## src/rtl/fpu_pkg.sv

```systemverilog
`default_nettype none
// ============================================================================
// Module      : fpu_pkg
// Description : Shared definitions for the FPU and its front-end arbiter:
//               function codes, state encodings and the grant helper.
// Revision    : 1.0 - initial release
// ============================================================================
package fpu_pkg;

  // Function codes understood by the FPU. Any other code is forwarded as-is
  // and the FPU falls back to the plain product.
  localparam logic [2:0] FUNC_XFSQ = 3'd1;
  localparam logic [2:0] FUNC_DSQA = 3'd2;

  // Arbiter state machine.
  typedef enum logic [1:0] {
    ARB_IDLE  = 2'd0,
    ARB_ISSUE = 2'd1,
    ARB_RESP  = 2'd2
  } arb_state_t;

  // FPU state machine (used by the FPU core).
  typedef enum logic [1:0] {
    FPU_IDLE = 2'd0,
    FPU_BUSY = 2'd1,
    FPU_DONE = 2'd2
  } fpu_state_t;

  // Pick a grantee among two requesters. Only meaningful when req != 0.
  // With both requesting: round-robin favours the one not granted last,
  // fixed priority always picks requester 0.
  function automatic logic arb_pick(input logic [1:0] req,
                                    input logic       last,
                                    input logic       rr);
    logic sel;
    if (req == 2'b11) begin
      sel = rr ? ~last : 1'b0;
    end else begin
      sel = req[1];
    end
    return sel;
  endfunction

endpackage : fpu_pkg
`default_nettype wire

```

## src/rtl/fpu_arbiter.sv

```systemverilog
`default_nettype none
// ============================================================================
// Module      : fpu_arbiter
// Description : Two-requester front end for a single shared FPU. Grants one
//               requester, latches its function and operands, holds fpu_cs
//               until the FPU completes, then presents the result back to the
//               owner until it drops its request.
// Ports       : clk, rst_n            - clock, async active-low reset
//               req_cs[1:0]           - per-requester request level
//               req_func[5:0]         - {r1,r0} 3-bit function codes
//               req_rs1/rs2/rdr[63:0] - {r1,r0} single-precision operands
//               req_ready[1:0]        - per-requester result valid
//               req_rdw[63:0]         - {r1,r0} results (owner slice only)
//               fpu_cs, fpu_func, fpu_rs1, fpu_rs2, fpu_rdr - FPU request
//               fpu_ready, fpu_rdw    - FPU completion and result
//               busy                  - arbiter not idle
//               owner                 - index of current grantee
// Revision    : 1.0 - initial release
// ============================================================================
module fpu_arbiter
  import fpu_pkg::*;
#(
  parameter int RR = 1
) (
  input  logic        clk,
  input  logic        rst_n,
  input  logic [1:0]  req_cs,
  input  logic [5:0]  req_func,
  input  logic [63:0] req_rs1,
  input  logic [63:0] req_rs2,
  input  logic [63:0] req_rdr,
  output logic [1:0]  req_ready,
  output logic [63:0] req_rdw,
  output logic        fpu_cs,
  output logic [2:0]  fpu_func,
  output logic [31:0] fpu_rs1,
  output logic [31:0] fpu_rs2,
  output logic [31:0] fpu_rdr,
  input  logic        fpu_ready,
  input  logic [31:0] fpu_rdw,
  output logic        busy,
  output logic        owner
);

  localparam logic c_rr_en = (RR != 0);

  arb_state_t  r_state;
  logic        r_owner;
  logic        r_last;      // last grantee; reset value 1 favours requester 0
  logic        r_abandon;   // owner dropped its request during ISSUE
  logic        r_fpu_cs;
  logic        r_busy;
  logic [2:0]  r_func;
  logic [31:0] r_rs1;
  logic [31:0] r_rs2;
  logic [31:0] r_rdr;
  logic [31:0] r_result;
  logic [1:0]  r_ready;
  logic [63:0] r_rdw;

  logic        w_grant;
  logic        w_owner_req;

  assign w_grant     = arb_pick(req_cs, r_last, c_rr_en);
  assign w_owner_req = r_owner ? req_cs[1] : req_cs[0];

  always_ff @(posedge clk or negedge rst_n) begin
    if (!rst_n) begin
      r_state   <= ARB_IDLE;
      r_owner   <= 1'b0;
      r_last    <= 1'b1;
      r_abandon <= 1'b0;
      r_fpu_cs  <= 1'b0;
      r_busy    <= 1'b0;
      r_func    <= 3'd0;
      r_rs1     <= 32'd0;
      r_rs2     <= 32'd0;
      r_rdr     <= 32'd0;
      r_result  <= 32'd0;
      r_ready   <= 2'b00;
      r_rdw     <= 64'd0;
    end else begin
      case (r_state)
        ARB_IDLE: begin
          if (|req_cs) begin
            r_owner   <= w_grant;
            r_last    <= w_grant;
            r_abandon <= 1'b0;
            r_func    <= w_grant ? req_func[5:3]  : req_func[2:0];
            r_rs1     <= w_grant ? req_rs1[63:32] : req_rs1[31:0];
            r_rs2     <= w_grant ? req_rs2[63:32] : req_rs2[31:0];
            r_rdr     <= w_grant ? req_rdr[63:32] : req_rdr[31:0];
            r_fpu_cs  <= 1'b1;
            r_busy    <= 1'b1;
            r_state   <= ARB_ISSUE;
          end
        end

        ARB_ISSUE: begin
          if (fpu_ready) begin
            // Dropping cs here means the FPU sees cs=0 on its next idle
            // cycle and does not start a second operation.
            r_fpu_cs <= 1'b0;
            r_result <= fpu_rdw;
            if (r_abandon || !w_owner_req) begin
              // The FPU cannot abort, so the result is simply discarded.
              r_busy  <= 1'b0;
              r_state <= ARB_IDLE;
            end else begin
              r_ready <= r_owner ? 2'b10 : 2'b01;
              r_rdw   <= r_owner ? {fpu_rdw, 32'd0} : {32'd0, fpu_rdw};
              r_state <= ARB_RESP;
            end
          end else if (!w_owner_req) begin
            r_abandon <= 1'b1;
          end
        end

        ARB_RESP: begin
          // No grant on the exit edge: a waiting requester is picked up
          // from IDLE on the following cycle.
          if (!w_owner_req) begin
            r_ready <= 2'b00;
            r_rdw   <= 64'd0;
            r_busy  <= 1'b0;
            r_state <= ARB_IDLE;
          end
        end

        default: begin
          r_fpu_cs <= 1'b0;
          r_busy   <= 1'b0;
          r_ready  <= 2'b00;
          r_rdw    <= 64'd0;
          r_state  <= ARB_IDLE;
        end
      endcase
    end
  end

  assign fpu_cs    = r_fpu_cs;
  assign fpu_func  = r_func;
  assign fpu_rs1   = r_rs1;
  assign fpu_rs2   = r_rs2;
  assign fpu_rdr   = r_rdr;
  assign req_ready = r_ready;
  assign req_rdw   = r_rdw;
  assign busy      = r_busy;
  assign owner     = r_owner;

endmodule : fpu_arbiter
`default_nettype wire

```

## config.mk

```make
export PLATFORM = sky130hd
export DESIGN_NAME = fpu_arbiter
export DESIGN_NICKNAME = d
export VERILOG_FILES = /design/src/rtl/fpu_pkg.sv /design/src/rtl/fpu_arbiter.sv
export SDC_FILE = /design/constraint.sdc
export NUM_CORES = 1
export LEC_CHECK = 0
export BUFFER_PORTS_ARGS = -buffer_cell sky130_fd_sc_hd__clkbuf_2
export CORE_MARGIN = 2
export CORE_UTILIZATION = 28
export DETAILED_ROUTE_END_ITERATION = 16
export SLEW_MARGIN = 5
export SYNTH_ARGS = -nofsm -noshare
export SYNTH_HDL_FRONTEND = slang
export SYNTH_SLANG_ARGS = --single-unit
```

## constraint.sdc

```tcl
create_clock -name clk -period 2 [get_ports clk]
set_input_delay 0.4 -clock clk [delete_from_list [all_inputs] [get_ports clk]]
set_output_delay 0.4 -clock clk [all_outputs]
set_load 0.02 [all_outputs]
```

==> metrics, run 1 <==
maxcap violations 0; total number of vias 7466; Tmin final 1840 ps; DRT iter0 DRCs 303; Root Driver clkbuf_16; fraction of registers with async set/reset 100%; Worst Path Arrival 2170 ps; Synth area leader dfrtp_1; Die H 190 um; maximum VDD drop slightly above 0.8 mV; die area 0.0361 mm2; H-tree depth 4; largest net degree at the start of global routing 75; Final Cycle Share 92.1%; CTS max path bufs 2; routability cong. 0.793; net switching power 8.50 mW; Worst Setup End Kind register; CTS hold repair buffers 1; CTS buffer count 17; Clock transition at path regs 70 ps; pre-CTS WS 125 ps; CP peak stage delay ~550 ps; Initial Util 28.2%; most frequent cell after synthesis mux2_4; crit path cell chain a21bo_4, buf_12, buf_4, mux2_4, mux2_4; synth warn 0; # nets final 1358; Leak Pwr between 6 and 7 nW; Die Width 190 um; dpl hpwl 20300 um; largest cells by area after synthesis dfrtp_1 44%, mux2_4 31%, a32oi_1 5.7%; fmax around 540 MHz; CTS tree yes; GRT Overall Usage between 10% and 20%; crit-path most repeated cell mux2_4; wire length per cell 17.8 um; pwr/cell area ~1600 mW/mm2; setup TNS 0 ps; critical path type register to register; I/O Buffers 402; internal power 12.0 mW; Antenna Cells 0; status finished clean; clock sinks 172; worst slew margin relative to its limit 56.3%; Sw Ratio 41.4%; Post CTS Setup Buffer Count 0; Placed Area 0.0123 mm2; Commonest cells post-synth 198 x mux2_4, 171 x dfrtp_1, 64 x nand2b_1; Setup-failing EPs final 0; RSZ-0062 raised after global routing no; Hold Violations, Final 0; hold slack 190 ps; Layout Skew 9.04 ps; clk_lat worst skew 440 ps; Slew Viols, Final 0; crit-path max FO 19; DRT Pass-1 Iters 4; initial antenna violation count 0; Gate power share between 50% and 60%; post-synthesis sequential area ratio approximately 44%; Crit-path slowest cell dfstp_2; DRC viols 0; routed wire length roughly 28000 um; Fillers 3364; area delta synth->final 33.0%; Reg power frac a little under a third; Post-CTS Resized 0; total gr overflow 0; Critical Path Source Type register; cell count after synthesis between 700 and 800; EDFF count, synth 0; vias in the first global route 7603; Post-Layout Inst Area 0.0129 mm2; Core Region 0.0343 mm2; io pins just over 400; ys flop type dfrtp_1; Syn Nets 967; Clock power frac ~17%; Cell variety after synth 32; Avg Inst Size Synth 13.2 um2; post-synth top area share roughly 44%; Min-Delay Path Class primary input to register; worst path required time between 2000 and 2500 ps; post-synthesis register bit count 172; Rows between 60 and 70; Synth Cell Area 0.00968 mm2; Routed Antenna Nets 0; Via density approximately 4.7; Final WS setup 158 ps; layout cell share with drive strength beyond 1 59.8%; slew of the pin with the lowest slew margin 656 ps; first-pass GRT wire length 43500 um
==> power by group through the flow <==
stage	Clock (mW)	Combinational [mW]	Sequential [mW]
2_1_floorplan	0	5.37	8.18
3_3_place_gp	0	10.6	6.42
3_5_place_dp	0	10.8	6.40
4_1_cts	3.57	10.8	6.42
5_1_grt	3.71	11.4	6.65
6_report	3.44	10.7	6.41
==> cells in the final DEF (no fill, tap or decap), drive strengths merged <==
master / n
a21bo: 1
nor2: 3
o311ai: 3
bufinv: 2
buf: 41
clkinv: 5
dlygate4sd3: 1
nor2b: 30
o21bai: 2
a32oi: 63
and4bb: 1
and2: 1
inv: 13
and3: 32
a21oi: 4
o32ai: 2
nand3b: 1
nand3: 6
dfstp: 1
mux2i: 1
clkbuf: 420
mux2: 199
nand2b: 64
o21ai: 63
dfrtp: 171
a2bb2oi: 1
o2bb2ai: 2
nor3: 2
a31oi: 1
==> cell type report <==
type	count	area [um2]	share of cell area (%)
clock buffers	19	443	3.44
clock inverters	13	155	1.21
inverters	7	26.3	0.204
multi-input cells	482	4870	37.8
flip-flops and latches	172	4310	33.5
well taps	455	569	4.42
repair buffers	443	2500	19.5
==> path summary, 6_finish.rpt <==
check                           slack (ps)  cells past startpoint     endpoint        from
worst max-delay path                   160                      5  fpu_rs2[14]      r_last
worst min-delay path                   190                      2   r_state[0]   fpu_ready
worst max register to register         160                      5  fpu_rs2[14]      r_last
worst min register to register         510                      1   fpu_rdr[6]  fpu_rdr[6]
max in group asynchronous              910                      3  fpu_rs1[26]       rst_n
min in group asynchronous              450                      2   req_rdw[7]       rst_n
==> registers in the layout, summed over array words and instances (netlist names), 2 cells and up <==
signal and count:
fpu_rdr 32, req_ready 2, r_state 2, fpu_rs2 32
fpu_rs1 32, req_rdw 64, fpu_func 3
==> cells by family (layout without fill, tap and decap cells) <==
| group | Yosys count | count (layout) | share of synthesized area [%] |
|---|---|---|---|
| DFF | 172 | 172 | 44.5 |
| muxes | 200 | 200 | 30.9 |
| AOI/OAI and AO/OA | 142 | 142 | 10.3 |
| buffers and inverters | 78 | 482 | 5.34 |
| and+or+nand+nor | 140 | 140 | 8.95 |
==> critical path, delay by kind of cell, from the launching register on <==
kind                   cells  cell delay, ps
AO/OA/AOI/OAI              1             160
buffers and inverters      2             430
flip-flops                 1             550
multiplexers               2             560
==> routing by layer <==
metal	wire, um	vias up	track usage [%]
li1	-	3469	-
met1	11900	3649	19.6
met2	13900	321	26.0
met3	2180	27	4.10
met4	416	0	4.80
met5	0	-	0
==> through the flow <==
stage                     utilization (%)  power [mW]  cells
after floorplan                         -        13.5    732
after global placement               35.8        17.1   1558
after detailed placement             35.8        17.2   1558
after CTS                            37.5        20.8   1591
after global routing                 37.5        21.8   1591
final                                37.5        20.5   1591
Power figures use the tool's default switching activity.
==> inputs of run 2 (changes only) <==
--- a/config.mk
+++ b/config.mk
@@ -9,6 +9,7 @@
 export CORE_MARGIN = 2
 export CORE_UTILIZATION = 28
 export DETAILED_ROUTE_END_ITERATION = 16
+export PLACE_DENSITY_LB_ADDON = 0.3
 export SLEW_MARGIN = 5
 export SYNTH_ARGS = -nofsm -noshare
 export SYNTH_HDL_FRONTEND = slang
==> run 2 against run 1 <==
- die area did not move
- largest power group unchanged
- critical endpoint is now owner
- cell count shrank 0.44%
- non-clock buffer count fell by 8
- combinational power about the same
- sequential power fell by 0.8%
- sequential cell count unchanged
- clock-buffer cell count is 1 lower
- highest routed layer unchanged
==> metrics, run 2 (synthesis gave the netlist of run 1 again) <==
status finished clean; vias in the first global route 7486 (-1.5%); maxcap violations 0 (unchanged); power after layout 20.4 mW (-0.39%); Tmin final 1840 ps (-2.23 ps); DRT iter0 DRCs 351 (+16%); Clock transition at path regs 70 ps (about the same); total number of vias 7380 (-1.2%); Worst Path Arrival 1440 ps (-730 ps); total gr overflow 0 (unchanged); Critical R2R Launch r_last; Min-Delay Endpoint r_last; Fillers 3347 (-0.51%); Die H 190 um (unchanged); crit-path max FO 35 (+16); FF-to-FF path depth 5 (unchanged); Crit-path slowest cell dfrtp_1; final core occ 37.4% (-0.091 points); Rows 68 (unchanged); Root Driver clkbuf_16; max reg flops 64 (unchanged); wire length per cell 18.6 um (+4.4%); Slew Viols, Final 0 (unchanged); clock sinks 172 (unchanged); layout cell share with drive strength beyond 1 59.6% (-0.20 points); Post-Layout Inst Area 0.0128 mm2 (-0.24%); Crit Reg-Reg Endpoint fpu_rs2[8]; Post CTS Setup Buffer Count 0 (unchanged); Die Width 190 um (unchanged); slew of the pin with the lowest slew margin 682 ps (+26.7 ps); Final Cycle Share 92.0% (-0.11 points); HP Start req_cs[0]; CTS tree yes; I/O Buffers 402 (unchanged); io pins 403 (unchanged); pwr/cell area 1590 mW/mm2 (-0.14%); largest net degree at the start of global routing 75 (unchanged); # nets final 1350 (-0.59%); maximum VDD drop 0.725 mV (-11%); Worst Setup End Kind output pin; hold slack 183 ps (-7.18 ps); CTS buffer count 17 (unchanged); Placed Area 0.0122 mm2 (-0.27%); dpl hpwl 21000 um (+3.7%); commonest non-fill, non-tap cells in the layout 401 x clkbuf_2, 198 x mux2_4, 170 x dfrtp_1; first-pass GRT wire length 44300 um (+1.9%); Setup-failing EPs final 0 (unchanged); Core Region 0.0343 mm2 (unchanged); WHS Path Cells 2 (unchanged); Initial Util 28.2% (unchanged); RSZ-0062 raised after global routing no; routed wire length 29500 um (+4.0%); crit path cell chain buf_6, clkbuf_2; DRC viols 0 (unchanged); routability cong. 0.794 (about the same); CTS max path bufs 2 (unchanged); DRT Pass-1 Iters 5 (+1); CP peak stage delay 450 ps (-100 ps); initial antenna violation count 1 (+1); Hold Violations, Final 0 (unchanged); Routed Antenna Nets 0 (unchanged); Layout Skew 10.6 ps (+1.59 ps); clk_lat worst skew 440 ps (about the same); commonest non-fill, non-tap cell in the layout clkbuf_2; die area 0.0361 mm2 (unchanged); worst slew margin relative to its limit 54.5% (-1.8 points); Reg2Reg Setup Slack 170 ps (about the same); area delta synth->final 32.7%; critical path type register to output pin; Min-Delay Path Class primary input to register; setup TNS 0 ps (unchanged); Critical Path Source Type register; GRT Overall Usage 16.1% (+0.55 points); Via density 4.66 (-0.72%); fmax 544 MHz (+0.12%); H-tree depth 4 (unchanged); Leak Pwr 6.52 nW (-0.65%); worst path required time 1600 ps (-730 ps)
## run 2: report_power, final
part / switching [mW] / internal (mW) / leakage, nW
clock network: 1.65 / 1.80 / 0.279
logic: 5.74 / 4.89 / 4.17
registers: 1.17 / 5.19 / 2.08
total: 8.56 / 11.9 / 6.52
## run 2: cell type report
cell class | count | area, um2 | area share, %
Multi-Input combinational cell | 482 | 4870 | 37.9
Sequential cell | 172 | 4310 | 33.5
Timing Repair Buffer | 435 | 2470 | 19.3
Tap cell | 455 | 569 | 4.43
Clock buffer | 18 | 439 | 3.42
Clock inverter | 14 | 154 | 1.20
Inverter | 7 | 26.3 | 0.205
Antenna cell | 1 | 2.50 | 0.0195
## run 2: worst max-delay path: cells and delay by family (launching register included)
| kind | cells | cell delay [ps] |
|---|---|---|
| flops | 1 | 450 |
| buf+inv | 2 | 530 |
## run 2: per-stage QoR
| stage | worst slack (ps) | cells |
|---|---|---|
| 3_5_place_dp | 138 | 1550 |
| 2_1_floorplan | 271 | 732 |
| 5_1_grt | 67.8 | 1584 |
| 6_report | 161 | 1584 |
| 3_3_place_gp | 164 | 1550 |
| 4_1_cts | 36.7 | 1583 |
## run 2: worst max-delay path by stage
stage | to | slack (ps) | startpoint
after floorplan | req_rdw[11] | 270 | owner
after global placement | fpu_func[1] | 160 | req_cs[1]
after detailed placement | fpu_rdr[9] | 140 | req_cs[1]
after CTS | owner | 40 | owner
after global routing | owner | 70 | owner
final | owner | 160 | owner
## run 2: what timing repair did
action | 4_1_cts | 5_1_grt
resized for setup | 0 | 1
hold buffers | 1 | 0
endpoints found under the setup margin | 0 | 1
hold endpoints to repair | 43 | 0
## run 2: per-layer routing
layer	up-vias	track usage, %	part of all wire [%]
met5	-	0	0
met4	0	4.59	1.2
met3	16	4.52	7.4
met2	288	26.6	49
met1	3630	20.5	42
li1	3446	-	-
==> inputs of run 3 (changes only) <==
--- a/config.mk
+++ b/config.mk
@@ -6,9 +6,9 @@
 export NUM_CORES = 1
 export LEC_CHECK = 0
 export BUFFER_PORTS_ARGS = -buffer_cell sky130_fd_sc_hd__clkbuf_2
-export CORE_MARGIN = 2
-export CORE_UTILIZATION = 28
+export CORE_AREA = 2 2 157 159
 export DETAILED_ROUTE_END_ITERATION = 16
+export DIE_AREA = 0 0 159 161
 export PLACE_DENSITY_LB_ADDON = 0.3
 export SLEW_MARGIN = 5
 export SYNTH_ARGS = -nofsm -noshare
==> run 3 against run 2 <==
- clock power barely moved
- clock skew rose by 9.9 ps
- critical path type is now register to register
- critical endpoint is now fpu_rs2[29]
- first-iteration DRC count rose by 46%
- global-route usage rose by 5.9 points
- via count rose by 0.87%
- wire length fell by 2.4%
- largest power group unchanged
- worst hold slack improved by 39 ps
- critical path depth rose by 2
- final area fell by 1.8%
- maximum frequency rose by 2.9%
- cell count fell by 8.0%
==> metrics, run 3 (synthesis gave the netlist of run 1 again) <==
worst path required time 2310 ps (+710 ps); Final WS setup 213 ps (+52.5 ps); CP bufs+invs 1 (-1); FF-to-FF path depth 4 (-1); dpl hpwl 20800 um (-1.1%); status finished clean; Worst Setup End Kind register; Core Region 0.0240 mm2 (-30%); commonest non-fill, non-tap cell in the layout clkbuf_2; pre-CTS WS 148 ps (+10.2 ps); Setup-failing EPs final 0 (unchanged); crit-path max FO 34 (-2.9%); power after layout 20.4 mW (-0.31%); GRT Overall Usage 21.9% (+5.9 points); Routed Antenna Nets 0 (unchanged); Root Driver clkbuf_16; Fillers 2144 (-36%); Multi-input gate area 0.00487 mm2 (unchanged); Layout Skew 20.5 ps (+9.91 ps); Worst Path Arrival 2090 ps (+650 ps); Die H 161 um (-15%); total gr overflow 0 (unchanged); Clock transition at path regs 70 ps (about the same); Final Cycle Share 89.3% (-2.6 points); Slew Viols, Final 0 (unchanged); family with the most delay on the worst path multiplexers; die area 0.0256 mm2 (-29%); # nets final 1353 (+0.22%); H-tree depth 4 (unchanged); routed wire length 28800 um (-2.4%); clock sinks 172 (unchanged); crit-path most repeated cell mux2_4; Die Width 159 um (-16%); Tmin final 1790 ps (-52.5 ps); Crit-path slowest cell dfstp_2; final core occ 52.6% (+15 points); Critical R2R Launch r_last; maximum VDD drop 0.804 mV (+11%); worst slew margin relative to its limit 66.5% (+12 points); WHS Path Cells 2 (unchanged); CP peak stage delay 560 ps (+110 ps); vias in the first global route 7482 (-0.053%); commonest non-fill, non-tap cells in the layout 401 x clkbuf_2, 198 x mux2_4, 170 x dfrtp_1; CTS tree yes; Leak Pwr 6.51 nW (-0.15%); DRC viols 0 (unchanged); maxcap violations 0 (unchanged); Critical Path Source Type register; Via density 5.11 (+9.7%); Rows 57 (-16%); slew of the pin with the lowest slew margin 502 ps (-180 ps); Reg area 0.00431 mm2 (unchanged); fmax 560 MHz (+2.9%); RSZ-0062 raised after global routing no; CTS max path bufs 2 (unchanged); DRT Pass-1 Iters 5 (unchanged); Hold Violations, Final 0 (unchanged); routability cong. 0.849 (+6.9%); largest net degree at the start of global routing 58 (-23%); initial antenna violation count 2 (+1); io pins 403 (unchanged); Crit Reg-Reg Endpoint fpu_rs2[29]; setup TNS 0 ps (unchanged); DRT iter0 DRCs 511 (+46%); CTS buffer count 17 (unchanged); Reg2Reg Setup Slack 210 ps (+40 ps); total number of vias 7444 (+0.87%); layout cell share with drive strength beyond 1 59.6% (about the same); crit path cell chain a21bo_4, buf_12, mux2_4, mux2_4; CP startpoint r_last; Initial Util 40.4% (+12 points); HP Start fpu_ready; pwr/cell area 1620 mW/mm2 (+1.5%); Min-Delay Endpoint r_state[0]; critical path type register to register; max reg flops 64 (unchanged); area delta synth->final 30.3%; clk_lat worst skew 430 ps (about the same); I/O Buffers 402 (unchanged); first-pass GRT wire length 43800 um (-1.1%); Min-Delay Path Class primary input to register; wire length per cell 19.7 um (+6.1%)
run 3: stage by stage:
stage,cell area [um2],hold slack (ps),std cells
global placement,12000,329,1422
floorplan,9680,104,732
detailed placement,12000,329,1422
CTS,12600,202,1455
global route,12600,231,1457
finish,12600,222,1457
run 3: worst max-delay path by stage:
stage               slack [ps]          end  depth (start not counted)
finish                     210  fpu_rs2[29]                          4
global route               160  fpu_rs2[29]                          4
CTS                        190  fpu_rdr[25]                          4
detailed placement         150   fpu_rs1[1]                          5
global placement           190  fpu_rs1[22]                          5
floorplan                  270  req_rdw[11]                          6
run 3: cell type report:
| type | instances | area share (%) |
|---|---|---|
| clock buffer | 19 | 3.51 |
| tap | 324 | 3.21 |
| inverter | 7 | 0.208 |
| multi-input combinational | 482 | 38.6 |
| antenna | 2 | 0.0397 |
| timing repair buffer | 438 | 19.1 |
| sequential | 172 | 34.1 |
| clock inverter | 13 | 1.23 |
run 3: power by group:
group	leakage [nW]	internal [mW]	switching (mW)	total, mW
clock network	0.288	1.91	1.51	3.42
logic	4.15	4.80	5.75	10.6
registers	2.08	5.19	1.22	6.41
run 3: per-layer routing:
metal	vias to the layer above	global-route usage (%)	part of all wire, %
li1	3454	-	-
met1	3642	27.5	41
met2	319	37.7	51
met3	29	4.73	6.2
met4	0	7.48	2.1
met5	-	0	0
run 3: timing repair:
item / in CTS / in global routing
resized for setup: 0 / 0
endpoints found under the setup margin: 0 / 0
hold buffers: 1 / 0
setup buffers: 0 / 0
endpoints found under the hold margin: 29 / 0
